<file path="config.mk">
export PLATFORM = sky130hd
export DESIGN_NAME = dcache_req_responder
export DESIGN_NICKNAME = d
export VERILOG_FILES = /design/src/rtl/dcache_req_responder.sv
export SDC_FILE = /design/constraint.sdc
export NUM_CORES = 1
export LEC_CHECK = 0
export BUFFER_PORTS_ARGS = -buffer_cell sky130_fd_sc_hd__buf_2
export CAP_MARGIN = 40
export CORE_ASPECT_RATIO = 1.2
export CORE_MARGIN = 4
export CORE_UTILIZATION = 60
export DETAILED_ROUTE_END_ITERATION = 7
export PLACE_DENSITY = 0.84
export RECOVER_POWER = 100
export SETUP_SLACK_MARGIN = 0.5
export SLEW_MARGIN = 15
export SYNTH_ARGS = -nofsm -noshare
export SYNTH_HDL_FRONTEND = slang
export SYNTH_SLANG_ARGS = --single-unit
</file>
<file path="constraint.sdc">
create_clock -name clk -period 8.3 [get_ports clk]
set_input_delay 1.245 -clock clk [delete_from_list [all_inputs] [get_ports clk]]
set_output_delay 1.245 -clock clk [all_outputs]
set_load 0.02 [all_outputs]
</file>
<file path="src/rtl/dcache_req_responder.sv">
// In-order request queue between the pre-MEM data request interface and a
// single-outstanding memory backend port. Optional macro: DCACHE_RESP_ERR_EN.
module dcache_req_responder #(
  parameter int DEPTH = 4
) (
  input  logic        clk,
  input  logic        resetn,
  input  logic        dcache_req,
  input  logic        dcache_wr,
  input  logic [1:0]  dcache_size,
  input  logic [3:0]  dcache_wstrb,
  input  logic [31:0] dcache_addr,
  input  logic [31:0] dcache_wdata,
  output logic        dcache_addr_ok,
  output logic        dcache_data_ok,
  output logic [31:0] dcache_rdata,
  output logic        mem_req,
  output logic        mem_wr,
  output logic [1:0]  mem_size,
  output logic [3:0]  mem_wstrb,
  output logic [31:0] mem_addr,
  output logic [31:0] mem_wdata,
  input  logic        mem_gnt,
  input  logic        mem_rvalid,
`ifdef DCACHE_RESP_ERR_EN
  input  logic        mem_err,
  output logic        dcache_data_err,
`endif
  input  logic [31:0] mem_rdata
);

  localparam int PTR_W = $clog2(DEPTH);
  localparam logic [PTR_W:0] FULL_CNT = (PTR_W+1)'(DEPTH);

  typedef enum logic [1:0] {IDLE, ISSUE, WAIT, RESP} state_e;

  logic              ent_wr_q    [DEPTH];
  logic [1:0]        ent_size_q  [DEPTH];
  logic [3:0]        ent_wstrb_q [DEPTH];
  logic [31:0]       ent_addr_q  [DEPTH];
  logic [31:0]       ent_wdata_q [DEPTH];

  logic [PTR_W-1:0]  wr_ptr_q, wr_ptr_d;
  logic [PTR_W-1:0]  rd_ptr_q, rd_ptr_d;
  logic [PTR_W:0]    count_q, count_d;
  state_e            state_q, state_d;
  logic              mem_req_q, mem_req_d;
  logic              data_ok_q, data_ok_d;
  logic [31:0]       rdata_q, rdata_d;
  logic              accept;
  logic              pop;
  logic              rsp_err;

  assign dcache_addr_ok = (count_q != FULL_CNT);
  assign accept         = dcache_req && dcache_addr_ok;
  assign pop            = (state_q == RESP);

`ifdef DCACHE_RESP_ERR_EN
  logic err_q, err_d;
  assign rsp_err         = mem_err;
  assign dcache_data_err = err_q;
`else
  assign rsp_err = 1'b0;
`endif

  // Queue payload carries no reset; only pointers/count qualify it.
  always_ff @(posedge clk) begin
    if (accept) begin
      ent_wr_q[wr_ptr_q]    <= dcache_wr;
      ent_size_q[wr_ptr_q]  <= (dcache_size == 2'd3) ? 2'd2 : dcache_size;
      ent_wstrb_q[wr_ptr_q] <= dcache_wstrb;
      ent_addr_q[wr_ptr_q]  <= dcache_addr;
      ent_wdata_q[wr_ptr_q] <= dcache_wdata;
    end
  end

  always_comb begin
    wr_ptr_d  = wr_ptr_q;
    rd_ptr_d  = rd_ptr_q;
    count_d   = count_q;
    state_d   = state_q;
    mem_req_d = mem_req_q;
    data_ok_d = 1'b0;
    rdata_d   = rdata_q;
`ifdef DCACHE_RESP_ERR_EN
    err_d     = err_q;
`endif
    if (accept) wr_ptr_d = wr_ptr_q + PTR_W'(1);
    if (pop)    rd_ptr_d = rd_ptr_q + PTR_W'(1);
    case ({accept, pop})
      2'b10:   count_d = count_q + (PTR_W+1)'(1);
      2'b01:   count_d = count_q - (PTR_W+1)'(1);
      default: count_d = count_q;
    endcase

    unique case (state_q)
      IDLE: begin
        if (count_q != '0) begin
          state_d   = ISSUE;
          mem_req_d = 1'b1;
        end
      end
      ISSUE: begin
        if (mem_gnt) begin
          state_d   = WAIT;
          mem_req_d = 1'b0;
        end
      end
      WAIT: begin
        if (mem_rvalid) begin
          state_d   = RESP;
          data_ok_d = 1'b1;
          rdata_d   = (ent_wr_q[rd_ptr_q] || rsp_err) ? 32'h0 : mem_rdata;
`ifdef DCACHE_RESP_ERR_EN
          err_d     = mem_err;
`endif
        end
      end
      RESP: begin
        // count_d already reflects this pop and any same-cycle accept.
        if (count_d != '0) begin
          state_d   = ISSUE;
          mem_req_d = 1'b1;
        end else begin
          state_d   = IDLE;
        end
      end
    endcase
  end

  always_ff @(posedge clk or negedge resetn) begin
    if (!resetn) begin
      wr_ptr_q  <= '0;
      rd_ptr_q  <= '0;
      count_q   <= '0;
      state_q   <= IDLE;
      mem_req_q <= 1'b0;
      data_ok_q <= 1'b0;
      rdata_q   <= '0;
`ifdef DCACHE_RESP_ERR_EN
      err_q     <= 1'b0;
`endif
    end else begin
      wr_ptr_q  <= wr_ptr_d;
      rd_ptr_q  <= rd_ptr_d;
      count_q   <= count_d;
      state_q   <= state_d;
      mem_req_q <= mem_req_d;
      data_ok_q <= data_ok_d;
      rdata_q   <= rdata_d;
`ifdef DCACHE_RESP_ERR_EN
      err_q     <= err_d;
`endif
    end
  end

  // Backend fields come straight from the head entry, which cannot change
  // while a request is pending; they read as zero when no request is up.
  assign mem_req   = mem_req_q;
  assign mem_wr    = mem_req_q & ent_wr_q[rd_ptr_q];
  assign mem_size  = mem_req_q ? ent_size_q[rd_ptr_q]  : 2'd0;
  assign mem_wstrb = mem_req_q ? ent_wstrb_q[rd_ptr_q] : 4'd0;
  assign mem_addr  = mem_req_q ? ent_addr_q[rd_ptr_q]  : 32'h0;
  assign mem_wdata = mem_req_q ? ent_wdata_q[rd_ptr_q] : 32'h0;

  assign dcache_data_ok = data_ok_q;
  assign dcache_rdata   = rdata_q;

endmodule

</file>
==> results of run 1 <==
[worst register-to-register path: cells and delay by family (launching register included)]
kind | cells | cell delay (ns)
flops | 1 | 0.45
simple gates | 3 | 0.44
buf+inv | 2 | 3.41
[routing by layer]
layer  wire length, um  part of all wire
met5                55            0.0023
met4               622             0.026
met3              1610             0.066
met2             12800              0.52
met1              9320              0.38
[report_power, final]
part	total (W)	switching (W)	leakage [nW]	internal, W
sequential	0.00238	0.000178	3.15	0.00220
clock	0.00131	0.000568	0.472	0.000741
combinational	0.00187	0.00115	1.41	0.000728
[registers in the layout, indices dropped and copies added, names as in the netlist, 3 cells and up]
| name | count |
|---|---|
| ent_wdata_q | 128 |
| ent_addr_q | 128 |
| ent_wstrb_q | 16 |
| dcache_rdata | 32 |
| count_q | 3 |
| ent_wr_q | 4 |
| ent_size_q | 8 |
[stage by stage]
step	std cells	power [W]	hold WS (ns)	util
detailed placement	1117	0.00446	0.460	0.678
finish	1174	0.00556	0.481	0.702
global placement	1110	0.00438	0.454	0.671
global route	1174	0.00587	0.497	0.702
CTS	1174	0.00577	0.474	0.724
floorplan	653	0.00382	0.534	-
[cells in the mapped netlist]
master / number / area (um2)
nand2_1: 70 / 263
buf_2: 5 / 25.0
a31oi_1: 1 / 6.26
nor4b_1: 1 / 8.76
a221oi_1: 1 / 8.76
o21ai_2: 30 / 263
buf_4: 7 / 52.6
nand3b_1: 1 / 7.51
mux2i_1: 1 / 10.0
nor2_1: 2 / 7.51
xor2_1: 2 / 17.5
o21ai_0: 5 / 25.0
clkbuf_1: 17 / 63.8
edfxtp_1: 284 / 8530
mux4_2: 71 / 1600
nor2b_1: 1 / 6.26
dfrtp_1: 43 / 1080
fa_1: 1 / 20.0
buf_1: 1 / 3.75
buf_6: 4 / 45.0
a2bb2oi_1: 1 / 8.76
xnor2_1: 4 / 35.0
inv_1: 9 / 33.8
mux2_2: 2 / 22.5
a211oi_1: 1 / 7.51
and3_1: 4 / 25.0
and2_1: 72 / 450
a211o_1: 1 / 8.76
a21boi_0: 1 / 7.51
ha_1: 10 / 125
[area by class of cell]
type	instances	area, um2	share of cell area
sequential	327	9610	0.653
multi-input combinational	283	2840	0.193
timing repair buffer	228	937	0.0637
clock buffer	37	828	0.0563
tap	270	338	0.0229
clock inverter	20	136	0.00926
inverter	9	33.8	0.00229
[worst paths after layout]
kind                       depth (start not counted)            start                to
min                                                2  dcache_rdata[0]   dcache_rdata[0]
min in group asynchronous                          1           resetn  dcache_rdata[14]
max                                                4      rd_ptr_q[0]      mem_wdata[8]
min reg2reg                                        2  dcache_rdata[0]   dcache_rdata[0]
max in group asynchronous                          2           resetn       rd_ptr_q[1]
max reg2reg                                        5       count_q[0]  ent_addr_q[3][4]
[cells by family (layout without fill, tap and decap cells)]
family | after synthesis | after routing | share of synthesized area
flip-flops | 327 | 327 | 0.753
AND/OR/NAND/NOR | 151 | 151 | 0.0602
multiplexers | 74 | 74 | 0.128
buffers and inverters | 43 | 294 | 0.0175
AO/OA/AOI/OAI | 41 | 41 | 0.0263
adder cells (fa/ha/maj) | 11 | 11 | 0.0114
XOR/XNOR | 6 | 6 | 0.00412
[placed cells by master, fill, tap and decap left out, drive strengths merged, types with 9 or more instances in the layout]
master / synthesis / final
dfrtp: 43 / 43
edfxtp: 284 / 284
nand2: 70 / 70
buf: 17 / 47
mux4: 71 / 71
clkinv: 0 / 17
and2: 72 / 72
ha: 10 / 10
inv: 9 / 9
clkbuf: 17 / 218
o21ai: 35 / 35
==> reports/summary.txt, run 1 <==
Status -> finished with violations
Failing checks -> capacitance limit, slew limit
CP startpoint kind -> flip-flop
Vias/cell -> 5.65
Yosys warning count -> 0
Core footprint -> 21,000 um2
Final Cell Area -> 14,700 um2
DP Worst Slack -> 4.39 ns
Port Buffer Count -> 213
Total GRT Usage -> 0.207
Fmax -> 184 MHz
Gr busiest metal -> met2
Clock sink count -> 327
RSZ-0062 raised after global routing -> no
Seq/Total Area, Yosys -> 0.753
CP max-delay cell -> dfrtp_1
WP buf/inv -> 2
Synthesized area -> 12,800 um2
Slew margin rel. -> -0.656
Clk buf depth -> 3
Setup ws final -> 2.86 ns
Max stage delay on crit path -> 1.83 ns
Mean Syn Cell Area -> 19.5 um2
I/O pins -> 214
Crit path DAT -> 4.20 ns
Syn Nets -> 772
TritonCTS clock tree -> done
M3 GR Usage -> 0.0426
Min-Delay Path Class -> reg -> reg
Initial antenna violation count -> 4
Met1 Resource Use GR -> 0.269
LEAKAGE -> 5.03 nW
Starting Density -> 0.608
Grt met2 use -> 0.358
Crit Path Class -> reg -> out
Cells after Synth -> 653
Layout cells sized above 1 -> 0.194
DRT Pass-1 Iters -> 4
Worst-skew pair later-pin latency -> 0.54 ns
Post-route ant nets -> 0
Global route overflow -> 0
Die ar. -> 23,700 um2
Setup TNS -> 0 ns
Vias -> 6,637
Post-DP Area -> 14,200 um2
DRC Markers -> 0
First-pass GRT wire length -> 38,500 um
Crit path time final -> 5.44 ns
TritonCTS Buffers -> 31
Largest net degree at the start of global routing -> 41
CP Max Fanout -> 37
Area growth from synthesis to layout -> 15.4%
Clock skew -> 0.0150 ns
Top delay family on crit path -> flip-flops
Critical Path End Type -> output port
Hold_buf cts -> 0
Row cnt -> 58
Antenna Cells -> 0
NumNets Final -> 999
Unique masters post-synth -> 30
Tcrit/Tclk final -> 0.656
Die Y -> 168 um
Post-DP HPWL -> 15,500 um
Vias in the first global route -> 7,026
Die width -> 141 um
DR iter-0 viols -> 394
Clk pin slew, worst setup/hold paths -> 0.06 ns
Slew Viols, Final -> 367
Final count of negative-setup-slack endpoints -> 0
Routability cong. -> 0.784
R2R Setup Slk -> 3.54 ns
WP data required -> 7.05 ns
Maximum vdd drop -> 0.000250 V
Synthesized flop and latch total -> 327
Wirelength per Cell -> 20.8 um
Total Routed Length -> 24,400 um
Final Hold Vio Count -> 0
Htree depth -> 1
Fill count -> 1,457
Critical path, cell by cell -> buf_4 > mux4_2 > and2_1 > clkbuf_1
CTS root buf -> clkbuf_16
Slew @ Worst Pin -> 2.48 ns
Max_cap viols -> 10
Post_cts resized -> 0
Cell Pwr Density -> 378 nW/um2
Post-CTS Setup Bufs -> 0
(Power assumes the default switching activity.)
==> run 2, diff against run 1 <==
CORE_UTILIZATION = 51   (was 60)
PLACE_DENSITY = 0.76   (was 0.84)
clock period = 4.51 ns   (was 8.3 ns; I/O delays follow)
==> run 2 against run 1 <==
Compared with the run above: the run still ends with capacitance limit, slew limit left; sequential cell count unchanged; critical path type unchanged; hold slack worse by 0.11 ns; sequential share of layout area decreased by 0.17 points; critical path depth unchanged.
==> reports/summary.txt, run 2 (synthesis results as in run 1) <==
Starting Density -> 0.517
Final Hold Vio Count -> 0
CTS root buf -> clkbuf_16
Min-Delay Path Class -> in -> reg
Die width -> 152 um
Crit path time final -> 3.64 ns
Worst R2R End -> ent_addr_q[0][6]
Clk pin slew, worst setup/hold paths -> 0.06 ns
RSZ-0062 raised after global routing -> no
Fmax -> 274 MHz
I/O pins -> 214
DRT Pass-1 Iters -> 5
DR iter-0 viols -> 332
Post_cts resized -> 0
LEAKAGE -> 5.06 nW
CP startpoint kind -> flip-flop
Tcrit/Tclk final -> 0.808
Maximum vdd drop -> 0.000421 V
R2R cell count -> 4
Slew margin rel. -> -0.535
Failing checks -> capacitance limit, slew limit
Slew Viols, Final -> 83
Largest net degree at the start of global routing -> 62
Vias in the first global route -> 7,086
First-pass GRT wire length -> 39,800 um
Post-CTS Setup Bufs -> 0
Worst setup path startpoint -> rd_ptr_q[0]
Htree depth -> 1
Fill count -> 1,928
Global route overflow -> 0
Clock skew -> 0.0111 ns
Sequential Area -> 9610 um2
Crit Path Class -> reg -> out
Worst-skew pair later-pin latency -> 0.54 ns
Dpl cells -> 1,174
Total GRT Usage -> 0.181
Reg-to-reg startpoint -> count_q[0]
Vias/cell -> 5.31
Crit path DAT -> 2.97 ns
Routability cong. -> 0.924
Most common cell after layout, fill and taps aside -> edfxtp_1
Final count of negative-setup-slack endpoints -> 0
Worst setup path endpoint -> mem_wdata[3]
Port Buffer Count -> 213
Status -> finished with violations
Max_cap viols -> 2
Critical Path End Type -> output port
Vias -> 6,547
Multi-input gate area -> 2820 um2
Cell Pwr Density -> 686 nW/um2
Layout cells sized above 1 -> 0.194
Initial antenna violation count -> 2
TritonCTS clock tree -> done
Area growth from synthesis to layout -> 15.6%
WP data required -> 3.83 ns
Setup TNS -> 0 ns
Die ar. -> 27,600 um2
Commonest non-fill, non-tap cells in the layout -> 284 x edfxtp_1, 175 x clkbuf_1, 71 x mux4_2
R2R Setup Slk -> 0.88 ns
DRC Markers -> 0
Post-route insts no fill -> 1,232
Slew @ Worst Pin -> 2.30 ns
Clk buf depth -> 3
Total Routed Length -> 24,900 um
Core footprint -> 24,700 um2
Wirelength per Cell -> 20.2 um
Die Y -> 181 um
Row cnt -> 63
Hold_buf cts -> 0
CP Max Fanout -> 61
Post-route ant nets -> 0
Clock sink count -> 327
TritonCTS Buffers -> 31
NumNets Final -> 1,001
Post-DP HPWL -> 15,900 um
==> run 2: where the power goes <==
group,internal [W],leakage [nW],switching [W]
Sequential,0.00403,3.15,0.000349
Clock,0.00125,0.440,0.00104
Combinational,0.00136,1.46,0.00209
==> run 2: through the flow <==
step	power [W]	hold slack [ns]	setup slack [ns]	util	instance area [um2]
after floorplan	0.00703	0.381	1.63	-	12800
after global placement	0.00812	0.453	1.75	0.574	14200
after detailed placement	0.00825	0.461	1.75	0.580	14300
after CTS	0.0106	0.199	1.17	0.616	15200
after global routing	0.0107	0.357	0.534	0.598	14800
final	0.0101	0.367	0.865	0.598	14800
==> run 2: cell type report <==
class	instances	share of cell area
Multi-Input combinational cell	283	0.191
Clock buffer	35	0.0536
Timing Repair Buffer	230	0.0669
Antenna cell	2	0.000339
Tap cell	325	0.0276
Clock inverter	21	0.00695
Sequential cell	327	0.651
Inverter	9	0.00229
==> run 2: worst min path at each step <==
| stage | depth (start not counted) | to | from |
|---|---|---|---|
| CTS | 2 | dcache_rdata[15] | resetn |
| global placement | 2 | dcache_rdata[9] | dcache_rdata[9] |
| detailed placement | 2 | dcache_rdata[26] | dcache_rdata[26] |
| floorplan | 0 | count_q[0] | resetn |
| global route | 3 | dcache_rdata[12] | mem_rdata[12] |
| finish | 3 | dcache_rdata[13] | mem_rdata[13] |
==> run 2: worst max-delay path, cell delays in order, from the launching register on <==
cell      delay (ns)
dfrtp_1         0.93
buf_12          0.52
mux4_2          0.57
and2_1          0.18
clkbuf_1        0.18
==> run 2: layer usage <==
layer | part of all wire | GRT usage | vias up
met5 | 0 | 0 | -
met4 | 0.019 | 0.0493 | 0
met3 | 0.070 | 0.0400 | 32
met2 | 0.52 | 0.315 | 226
met1 | 0.39 | 0.233 | 3305
li1 | - | - | 2984
